[config.mk]
export PLATFORM = sky130hd
export DESIGN_NAME = msfsm_fire_scheduler
export DESIGN_NICKNAME = d
export VERILOG_FILES = /design/src/rtl/msfsm_sched_pkg.sv /design/src/rtl/msfsm_rr_pick.sv /design/src/rtl/msfsm_fire_scheduler.sv
export SDC_FILE = /design/constraint.sdc
export NUM_CORES = 1
export LEC_CHECK = 0
export CORE_ASPECT_RATIO = 2
export CORE_MARGIN = 1.5
export CORE_UTILIZATION = 55
export CTS_CLUSTER_DIAMETER = 60
export CTS_CLUSTER_SIZE = 16
export DETAILED_ROUTE_END_ITERATION = 10
export PLACE_DENSITY = 0.82
export SLEW_MARGIN = 30
export SYNTH_ARGS = -nofsm -noshare
export SYNTH_HDL_FRONTEND = slang
export SYNTH_SLANG_ARGS = --single-unit
[constraint.sdc]
create_clock -name clk -period 4.65 [get_ports clk]
set_input_delay 0.465 -clock clk [delete_from_list [all_inputs] [get_ports clk]]
set_output_delay 0.465 -clock clk [all_outputs]
set_load 0.02 [all_outputs]
[src/rtl/msfsm_sched_pkg.sv]
// Shared constants for the MSFSM firing scheduler: default sizing,
// FSM state encodings and the index-width helper.
// Pure declarations; no logic, no latency, no flow control.
package msfsm_sched_pkg;

  localparam int NT_DEF            = 7;
  localparam int SETTLE_CYCLES_DEF = 1;
  localparam int DL_LIMIT_DEF      = 16;
  localparam int CW_DEF            = 16;

  // Scheduler FSM encoding, kept as plain constants so legacy tools that
  // dislike enums in port-adjacent logic still read it.
  typedef logic [1:0] state_t;
  localparam state_t ST_IDLE   = 2'd0;
  localparam state_t ST_FIRE   = 2'd1;
  localparam state_t ST_SETTLE = 2'd2;

  // Width of a transition index; never below one bit.
  function automatic int idx_w(input int n);
    return (n < 2) ? 1 : $clog2(n);
  endfunction

endpackage

[src/rtl/msfsm_rr_pick.sv]
// Round-robin picker: first set bit of cand at or above ptr, wrapping to bit 0.
// Purely combinational, zero latency.
// No flow control; caller qualifies the result with any.
module msfsm_rr_pick
  import msfsm_sched_pkg::*;
#(
  parameter int NT = NT_DEF
) (
  input  logic [NT-1:0]        cand,
  input  logic [idx_w(NT)-1:0] ptr,
  output logic                 any,
  output logic [idx_w(NT)-1:0] sel
);

  localparam int IW = idx_w(NT);

  logic [2*NT-1:0] dbl;
  logic [2*NT-1:0] masked;
  int              pos;

  // Duplicate the candidate vector so the wrap becomes a plain upward scan:
  // mask off everything below ptr in the low copy, then take the lowest
  // remaining bit. The high copy supplies the wrapped-around candidates.
  always_comb begin
    dbl    = {cand, cand};
    masked = '0;
    pos    = 0;
    for (int i = 0; i < 2*NT; i++) begin
      masked[i] = dbl[i] && (i >= int'(ptr));
    end
    for (int i = 2*NT-1; i >= 0; i--) begin
      if (masked[i]) begin
        pos = i;
      end
    end
    any = |cand;
    sel = (pos >= NT) ? IW'(pos - NT) : IW'(pos);
  end

endmodule

[src/rtl/msfsm_fire_scheduler.sv]
// Grants one-hot transition fires round-robin among requested and enabled transitions.
// Latency: candidate seen in IDLE at cycle n -> fire high in cycle n+1; one grant per 2+SETTLE_CYCLES.
// Backpressure: en low holds IDLE; inputs are ignored outside IDLE and a grant is never revoked.
module msfsm_fire_scheduler
  import msfsm_sched_pkg::*;
#(
  parameter int NT            = NT_DEF,
  parameter int SETTLE_CYCLES = SETTLE_CYCLES_DEF,
  parameter int DL_LIMIT      = DL_LIMIT_DEF,
  parameter int CW            = CW_DEF
) (
  input  logic                 clk,
  input  logic                 reset,
  input  logic                 en,
  input  logic [NT-1:0]        req,
  input  logic [NT-1:0]        enabled,
  input  logic                 clr_deadlock,
  output logic [NT-1:0]        fire,
  output logic [idx_w(NT)-1:0] fire_idx,
  output logic                 busy,
  output logic                 deadlock,
  output logic [CW-1:0]        fire_count
);

  localparam int              IW          = idx_w(NT);
  localparam int              SW          = $clog2(DL_LIMIT + 1);
  localparam logic [3:0]      SETTLE_INIT = 4'(SETTLE_CYCLES);
  localparam logic [SW-1:0]   DL_MAX      = SW'(DL_LIMIT);
  localparam logic [IW-1:0]   LAST_IDX    = IW'(NT - 1);

  state_t          state_q, state_d;
  logic [NT-1:0]   fire_q, fire_d;
  logic [IW-1:0]   fire_idx_q, fire_idx_d;
  logic [IW-1:0]   ptr_q, ptr_d;
  logic [CW-1:0]   cnt_q, cnt_d;
  logic [3:0]      sc_q, sc_d;
  logic [SW-1:0]   stall_q, stall_d;
  logic            dl_q, dl_d;

  logic [NT-1:0]   cand;
  logic            pick_any;
  logic [IW-1:0]   pick_sel;
  logic            blocked;

  assign cand = req & enabled;

  msfsm_rr_pick #(
    .NT (NT)
  ) u_pick (
    .cand (cand),
    .ptr  (ptr_q),
    .any  (pick_any),
    .sel  (pick_sel)
  );

  // Grant FSM: sample in IDLE, hold the one-hot pulse for exactly one cycle,
  // then let the MSFSM outputs settle before looking at requests again.
  always_comb begin
    state_d    = state_q;
    fire_d     = '0;
    fire_idx_d = fire_idx_q;
    ptr_d      = ptr_q;
    cnt_d      = cnt_q;
    sc_d       = sc_q;
    case (state_q)
      ST_IDLE: begin
        if (en && pick_any) begin
          fire_d     = NT'(1) << pick_sel;
          fire_idx_d = pick_sel;
          state_d    = ST_FIRE;
        end
      end
      ST_FIRE: begin
        // Pointer and count only advance once the pulse has actually been
        // driven for a full cycle, so a reset during FIRE leaves no trace.
        ptr_d = (fire_idx_q == LAST_IDX) ? '0 : fire_idx_q + IW'(1);
        cnt_d = cnt_q + CW'(1);
        if (SETTLE_CYCLES == 0) begin
          state_d = ST_IDLE;
        end else begin
          state_d = ST_SETTLE;
          sc_d    = SETTLE_INIT;
        end
      end
      ST_SETTLE: begin
        if (sc_q <= 4'd1) begin
          state_d = ST_IDLE;
          sc_d    = '0;
        end else begin
          sc_d = sc_q - 4'd1;
        end
      end
      default: begin
        state_d = ST_IDLE;
      end
    endcase
  end

  // Stall detection: count consecutive IDLE cycles where something is
  // requested but nothing requested is enabled; a clear always dominates.
  always_comb begin
    blocked = (state_q == ST_IDLE) && en && (req != '0) && (cand == '0);
    stall_d = stall_q;
    dl_d    = dl_q;
    if (blocked) begin
      if (stall_q < DL_MAX) begin
        stall_d = stall_q + SW'(1);
      end
      if (stall_d == DL_MAX) begin
        dl_d = 1'b1;
      end
    end else begin
      stall_d = '0;
    end
    if (clr_deadlock) begin
      stall_d = '0;
      dl_d    = 1'b0;
    end
  end

  // State and datapath registers with asynchronous clear.
  always_ff @(posedge clk or negedge reset) begin
    if (!reset) begin
      state_q    <= ST_IDLE;
      fire_q     <= '0;
      fire_idx_q <= '0;
      ptr_q      <= '0;
      cnt_q      <= '0;
      sc_q       <= '0;
      stall_q    <= '0;
      dl_q       <= 1'b0;
    end else begin
      state_q    <= state_d;
      fire_q     <= fire_d;
      fire_idx_q <= fire_idx_d;
      ptr_q      <= ptr_d;
      cnt_q      <= cnt_d;
      sc_q       <= sc_d;
      stall_q    <= stall_d;
      dl_q       <= dl_d;
    end
  end

  assign fire       = fire_q;
  assign fire_idx   = fire_idx_q;
  assign busy       = (state_q != ST_IDLE);
  assign deadlock   = dl_q;
  assign fire_count = cnt_q;

endmodule

==> impl_metrics.json, run 1 <==
{
  "fin_util": 0.739,
  "wl_um": 5180,
  "power.leakage_uw": 0.00121,
  "ys_types": 54,
  "gp_congestion": 0.899,
  "num_rows": 32,
  "io_pins": 46,
  "ys_warn_count": 0,
  "final.setup_skew_ps": 5.82,
  "synth-xor-area-share": 0.0657,
  "async_flop_share": 1.00,
  "start_util": 0.583,
  "synthSimpleGateAreaFrac": 0.214,
  "final_common_cell": "clkdlybuf4s50_1",
  "synth-compound-area-share": 0.162,
  "power_density_nw_per_um2": 514,
  "mostFrequentLayoutCells": "clkdlybuf4s50_1, dfrtp_1, nand2_1",
  "clock_latency_ps": 290,
  "synth_mux_area_frac": 0.0282,
  "die-width_um": 48.4,
  "netlist_instances": 229,
  "synthFlopType": "dfrtp_1",
  "cp_max_fo": 11,
  "endpoint_kind": "flop",
  "worst_ep_arrival_time_ps": 3290,
  "grt_max_degree": 42,
  "max_cap_viol_count": 0,
  "r2r-start": "ptr_q[1]",
  "clk_pin_slew_ps": 80,
  "grt_pass1_vias": 1962,
  "antenna_found_initial": 0,
  "holdBufCountCts": 0,
  "path_cells": "clkdlybuf4s50_1 -> nand2_1 -> a32o_1 -> a211oi_2 -> o41a_1 -> nor2_1 -> ha_1 -> o211ai_1 -> o211ai_1 -> a21oi_1",
  "r2r_slack_ps": 1740,
  "cts-resized-gates": 0,
  "vdd_drop_max_mv": 0.345,
  "critPathLaunch": "req[5]",
  "nNetsFinal": 303,
  "max_freq_ghz": 0.324,
  "synth_area_um2": 2260,
  "die_area_um2": 4530,
  "status": "finished, final reports clean",
  "slowest_stage": "o211ai_1",
  "synth-seq-cells": 41,
  "ant_nets": 0,
  "syn_avg_cell_area_um2": 9.89,
  "hpwlAfterDp_um": 4010,
  "maxSlewHeadroom": 0.512,
  "cpPeakStageDelay_ps": 610,
  "port_buffers": 45,
  "drc_errors": 0,
  "synth_nets": 256,
  "grt_pass1_wl_um": 8740,
  "root_buffer": "clkbuf_8",
  "clock_tree.buffer_depth": 2,
  "synthAdderAreaFrac": 0.0497,
  "cts_setup_buffers": 0,
  "synth-edff-count": 0,
  "grt_util_all_layers": 0.248,
  "slew_viol_final": 0,
  "fin_setup_tns_ps": 0,
  "synth_top_family_by_area": "simple AND/OR/NAND/NOR gates",
  "crit_top_cell": "o211ai_1",
  "cts_sinks": 41,
  "vias": 1952,
  "hold_violations": 0,
  "firstDrtPassIters": 4,
  "finalCritPeriodShare": 0.664,
  "path_class": "in -> reg",
  "crit_required_ps": 4860,
  "core_um2": 3880,
  "drt-initial-drc-count": 54,
  "setup_violations": 0,
  "grt_setup_unrepaired": "no",
  "antennaDiodeCount": 0,
  "start_kind": "input pin",
  "cts_tree": "done",
  "r2r_end": "fire[0]",
  "seq_area_frac_synth": 0.453,
  "die_h_um": 93.7,
  "drt-vias-per-instance": 5.95,
  "gr-total-overflow": 0,
  "wl_per_cell_um": 15.8,
  "tightest_slew_ps": 729,
  "area_growth_pct": 26.7,
  "cts_made_buffers": 5,
  "htreeDepth": 2,
  "reg2regPathDepth": 9,
  "drive_gt1_frac": 0.0903,
  "worst_hold_path_type": "in -> async",
  "post-route-min-period_ps": 3090
}
[stage by stage]
stage | setup slack [ps] | total power (uW) | hold slack (ps) | cell area (um2) | std cells
after floorplan | 2200 | 956 | 169 | 2260 | 229
after global placement | 1380 | 1150 | 459 | 2750 | 320
after detailed placement | 1300 | 1180 | 468 | 2750 | 320
after CTS | 1590 | 1480 | 329 | 2870 | 328
after global routing | 1330 | 1570 | 179 | 2870 | 328
final | 1560 | 1470 | 144 | 2870 | 328
[synthesized netlist by cell type (2+ instances only)]
cell / number / area share
a211o_1: 2 / 0.0077
a21oi_1: 13 / 0.029
a22o_1: 2 / 0.0077
a31oi_1: 4 / 0.011
a32o_1: 2 / 0.0088
and2_1: 3 / 0.0083
and3_1: 4 / 0.011
clkbuf_1: 2 / 0.0033
dfrtp_1: 41 / 0.45
ha_1: 9 / 0.050
inv_1: 9 / 0.015
mux2_2: 3 / 0.015
mux2i_1: 3 / 0.013
nand2_1: 21 / 0.035
nand2b_1: 6 / 0.017
nand3_1: 5 / 0.011
nand3b_1: 2 / 0.0066
nand4_1: 7 / 0.019
nor2_1: 20 / 0.033
nor2_2: 2 / 0.0055
nor2b_1: 3 / 0.0083
nor3_1: 4 / 0.0088
nor4_1: 2 / 0.0055
o211ai_1: 4 / 0.013
o21ai_0: 8 / 0.018
o22ai_1: 2 / 0.0055
or4_1: 4 / 0.013
xnor2_1: 10 / 0.039
xor2_1: 7 / 0.027
[cell families (layout without fill, tap and decap cells)]
logic type | count (synthesis) | after routing
flops | 41 | 41
mux | 6 | 6
simple gates | 91 | 91
buf+inv | 14 | 62
fa+ha+maj | 9 | 9
compound gates | 51 | 51
xor+xnor | 17 | 17
[how the worst max path moves through the flow]
stage                        to  slack [ps]
finish                  fire[0]        1560
global route            fire[0]        1330
detailed placement  fire_idx[1]        1300
CTS                     fire[0]        1590
floorplan               fire[4]        2200
global placement    fire_idx[1]        1380
[worst max-delay path: cells and delay by family]
kind / cells / cell delay [ps]
simple gates: 2 / 200
compound gates: 6 / 1900
fa+ha+maj: 1 / 240
buf+inv: 1 / 490
[layer usage]
metal,track usage,vias to the layer above,share of wire
met5,0,-,0
met4,0.155,0,0.045
met3,0.0271,22,0.035
met2,0.469,69,0.57
met1,0.254,934,0.35
li1,-,927,-
[report_power, final]
part,leakage [uW],switching (uW),internal (uW)
combinational,0.000613,354,290
clock,0.0000574,122,175
sequential,0.000542,99.0,435
total,0.00121,575,899
[flip-flops by register name (all words and copies together), names as in the netlist]
signal and flops:
state_q 2, deadlock 1, sc_q 4, fire_count 16, fire 7, fire_idx 3, ptr_q 3, stall_q 5
[cell type report]
class                   instances  area, um2
flip-flops and latches         41       1030
fillers                       298       1010
multi-input cells             174       1180
inverters                       9       33.8
clock inverters                 2       37.5
repair buffers                 45        448
clock buffers                   6       82.6
well taps                      51       63.8
No activity file was read; power rests on OpenSTA's default activity.
==> inputs of run 2 (changes only) <==
--- a/config.mk
+++ b/config.mk
@@ -7,11 +7,11 @@
 export LEC_CHECK = 0
 export CORE_ASPECT_RATIO = 2
 export CORE_MARGIN = 1.5
-export CORE_UTILIZATION = 55
+export CORE_UTILIZATION = 51
 export CTS_CLUSTER_DIAMETER = 60
 export CTS_CLUSTER_SIZE = 16
 export DETAILED_ROUTE_END_ITERATION = 10
-export PLACE_DENSITY = 0.82
+export PLACE_DENSITY = 0.76
 export SLEW_MARGIN = 30
 export SYNTH_ARGS = -nofsm -noshare
 export SYNTH_HDL_FRONTEND = slang
==> constraint.sdc (replaced) <==
create_clock -name clk -period 3.15 [get_ports clk]
set_input_delay 0.315 -clock clk [delete_from_list [all_inputs] [get_ports clk]]
set_output_delay 0.315 -clock clk [all_outputs]
set_load 0.02 [all_outputs]
==> run 2 against run 1 <==
  * The flow now finishes with violations (negative hold slack)
  * Setup slack got worse by 1200 ps
  * Power is 47% higher
  * Clock-buffer cell count stayed put
  * Largest power group unchanged
  * Critical path type unchanged
  * Sequential power grew 45%
==> impl_metrics.json, run 2 (synthesized netlist as in run 1, its figures left out) <==
{
  "p_clk_frac": 0.201,
  "drt-initial-drc-count": 21,
  "start_util": 0.527,
  "fin_util": 0.674,
  "internal-power_uw": 1340,
  "holdBufCountCts": 0,
  "switching_share": 0.381,
  "vdd_drop_max_mv": 0.415,
  "wl_um": 4750,
  "route.top_layer_used": "met4",
  "gp_congestion": 0.807,
  "wl_met3_um": 143,
  "wl_per_cell_um": 14.2,
  "r2r-start": "ptr_q[2]",
  "r2r_slack_ps": 480,
  "largest_reg_flops": 16,
  "grt_pass1_vias": 1945,
  "path_buf_inv": 2,
  "critPathTopFamily": "compound AO/OA/AOI/OAI gates",
  "cts_made_buffers": 5,
  "reg2regPathDepth": 10,
  "drt-vias-per-instance": 5.57,
  "root_buffer": "clkbuf_8",
  "wl_met1_um": 1740,
  "finalCritPeriodShare": 0.873,
  "max_cap_viol_count": 0,
  "fin_setup_tns_ps": 0,
  "num_rows": 34,
  "slew_viol_final": 0,
  "final_area_um2": 2900,
  "power_density_nw_per_um2": 747,
  "power.leakage_uw": 0.00123,
  "area_growth_pct": 27.8,
  "gr-total-overflow": 0,
  "ant_nets": 0,
  "start_kind": "input pin",
  "crit_required_ps": 3360,
  "htreeDepth": 2,
  "worst_ep_arrival_time_ps": 2960,
  "grt_pass1_wl_um": 8380,
  "final.setup_skew_ps": 3.15,
  "hold_violations": 6,
  "maxSlewHeadroom": 0.638,
  "hpwlAfterDp_um": 3770,
  "worst_hold_path_type": "in -> async",
  "wl_met2_um": 2630,
  "p_switching_uw": 823,
  "path_class": "in -> reg",
  "critPathLaunch": "req[5]",
  "die_area_um2": 4870,
  "cts_tree": "done",
  "violations": "negative hold slack",
  "drc_errors": 0,
  "tightest_slew_ps": 537,
  "final_common_cell": "clkdlybuf4s50_1",
  "r2r_end": "fire[6]",
  "antenna_found_initial": 0,
  "cts_setup_buffers": 0,
  "post_dp_cell_area_um2": 2770,
  "clk_pin_slew_ps": 80,
  "fin_total_pwr_uw": 2160,
  "core_um2": 4300,
  "vias": 1859,
  "grt_util_all_layers": 0.220,
  "grt_max_degree": 42,
  "grt_setup_unrepaired": "no",
  "drive_gt1_frac": 0.100,
  "io_pins": 46,
  "status": "complete, but fails checks",
  "die_h_um": 97.2,
  "port_buffers": 45,
  "combinationalPowerShare": 0.439,
  "nNetsFinal": 306,
  "antennaDiodeCount": 0,
  "seqPwrFrac": 0.359,
  "cts-resized-gates": 0,
  "cp_max_fo": 5,
  "post-route-min-period_ps": 2750,
  "endpoint_kind": "flop",
  "clock_tree.buffer_depth": 2,
  "setup_violations": 0,
  "firstDrtPassIters": 4,
  "holdWs_ps": -7.92,
  "cts_sinks": 41,
  "path_cells": "clkdlybuf4s50_1 -> nand2_1 -> a32o_1 -> a211oi_2 -> o41a_1 -> nor2_1 -> ha_1 -> inv_1 -> or4_1 -> a21oi_1",
  "max_freq_ghz": 0.364,
  "worst-path-stages": 10,
  "cpPeakStageDelay_ps": 540,
  "die-width_um": 50.1,
  "mostFrequentLayoutCells": "clkdlybuf4s50_1, dfrtp_1, nand2_1",
  "slowest_stage": "or4_1",
  "clock_latency_ps": 280
}
## run 2: area by class of cell
type	instances	area, um2
flip-flops and latches	41	1030
clock inverters	2	37.5
clock buffers	6	82.6
fillers	346	1400
inverters	9	33.8
repair buffers	48	470
multi-input cells	174	1180
well taps	54	67.6
## run 2: worst max-delay path by stage
stage | end | slack (ps)
6_report | fire[6] | 400
5_1_grt | fire[6] | 210
4_1_cts | fire[6] | 430
3_5_place_dp | fire[6] | 160
3_3_place_gp | fire[2] | 180
2_1_floorplan | fire[4] | 700
## run 2: power groups by stage
| stage | clock, uW | combinational, uW | sequential, uW |
|---|---|---|---|
| after floorplan | 0 | 576 | 835 |
| after global placement | 0 | 934 | 784 |
| after detailed placement | 0 | 948 | 791 |
| final | 435 | 950 | 776 |
| after global routing | 474 | 1050 | 800 |
| after CTS | 448 | 955 | 780 |
## run 2: worst register-to-register path, stage by stage (launching register included)
cell and delay, ps:
dfrtp_1 480, and3_1 210, or2_2 290, a311oi_1 240, o21ai_0 160, inv_1 160, ha_1 180, o211ai_1 100
buf_4 190, or4_1 420, a21oi_1 150
## run 2: routing by layer
metal	vias up	GRT usage
li1	930	-
met1	855	0.222
met2	58	0.394
met3	16	0.0354
met4	0	0.141
met5	-	0
## run 2: stage by stage
step	cells	worst slack (ps)	hold WS [ps]
2_1_floorplan	229	700	19.4
3_3_place_gp	326	183	459
3_5_place_dp	326	158	456
4_1_cts	334	433	178
5_1_grt	334	209	23.5
6_report	334	401	-7.92
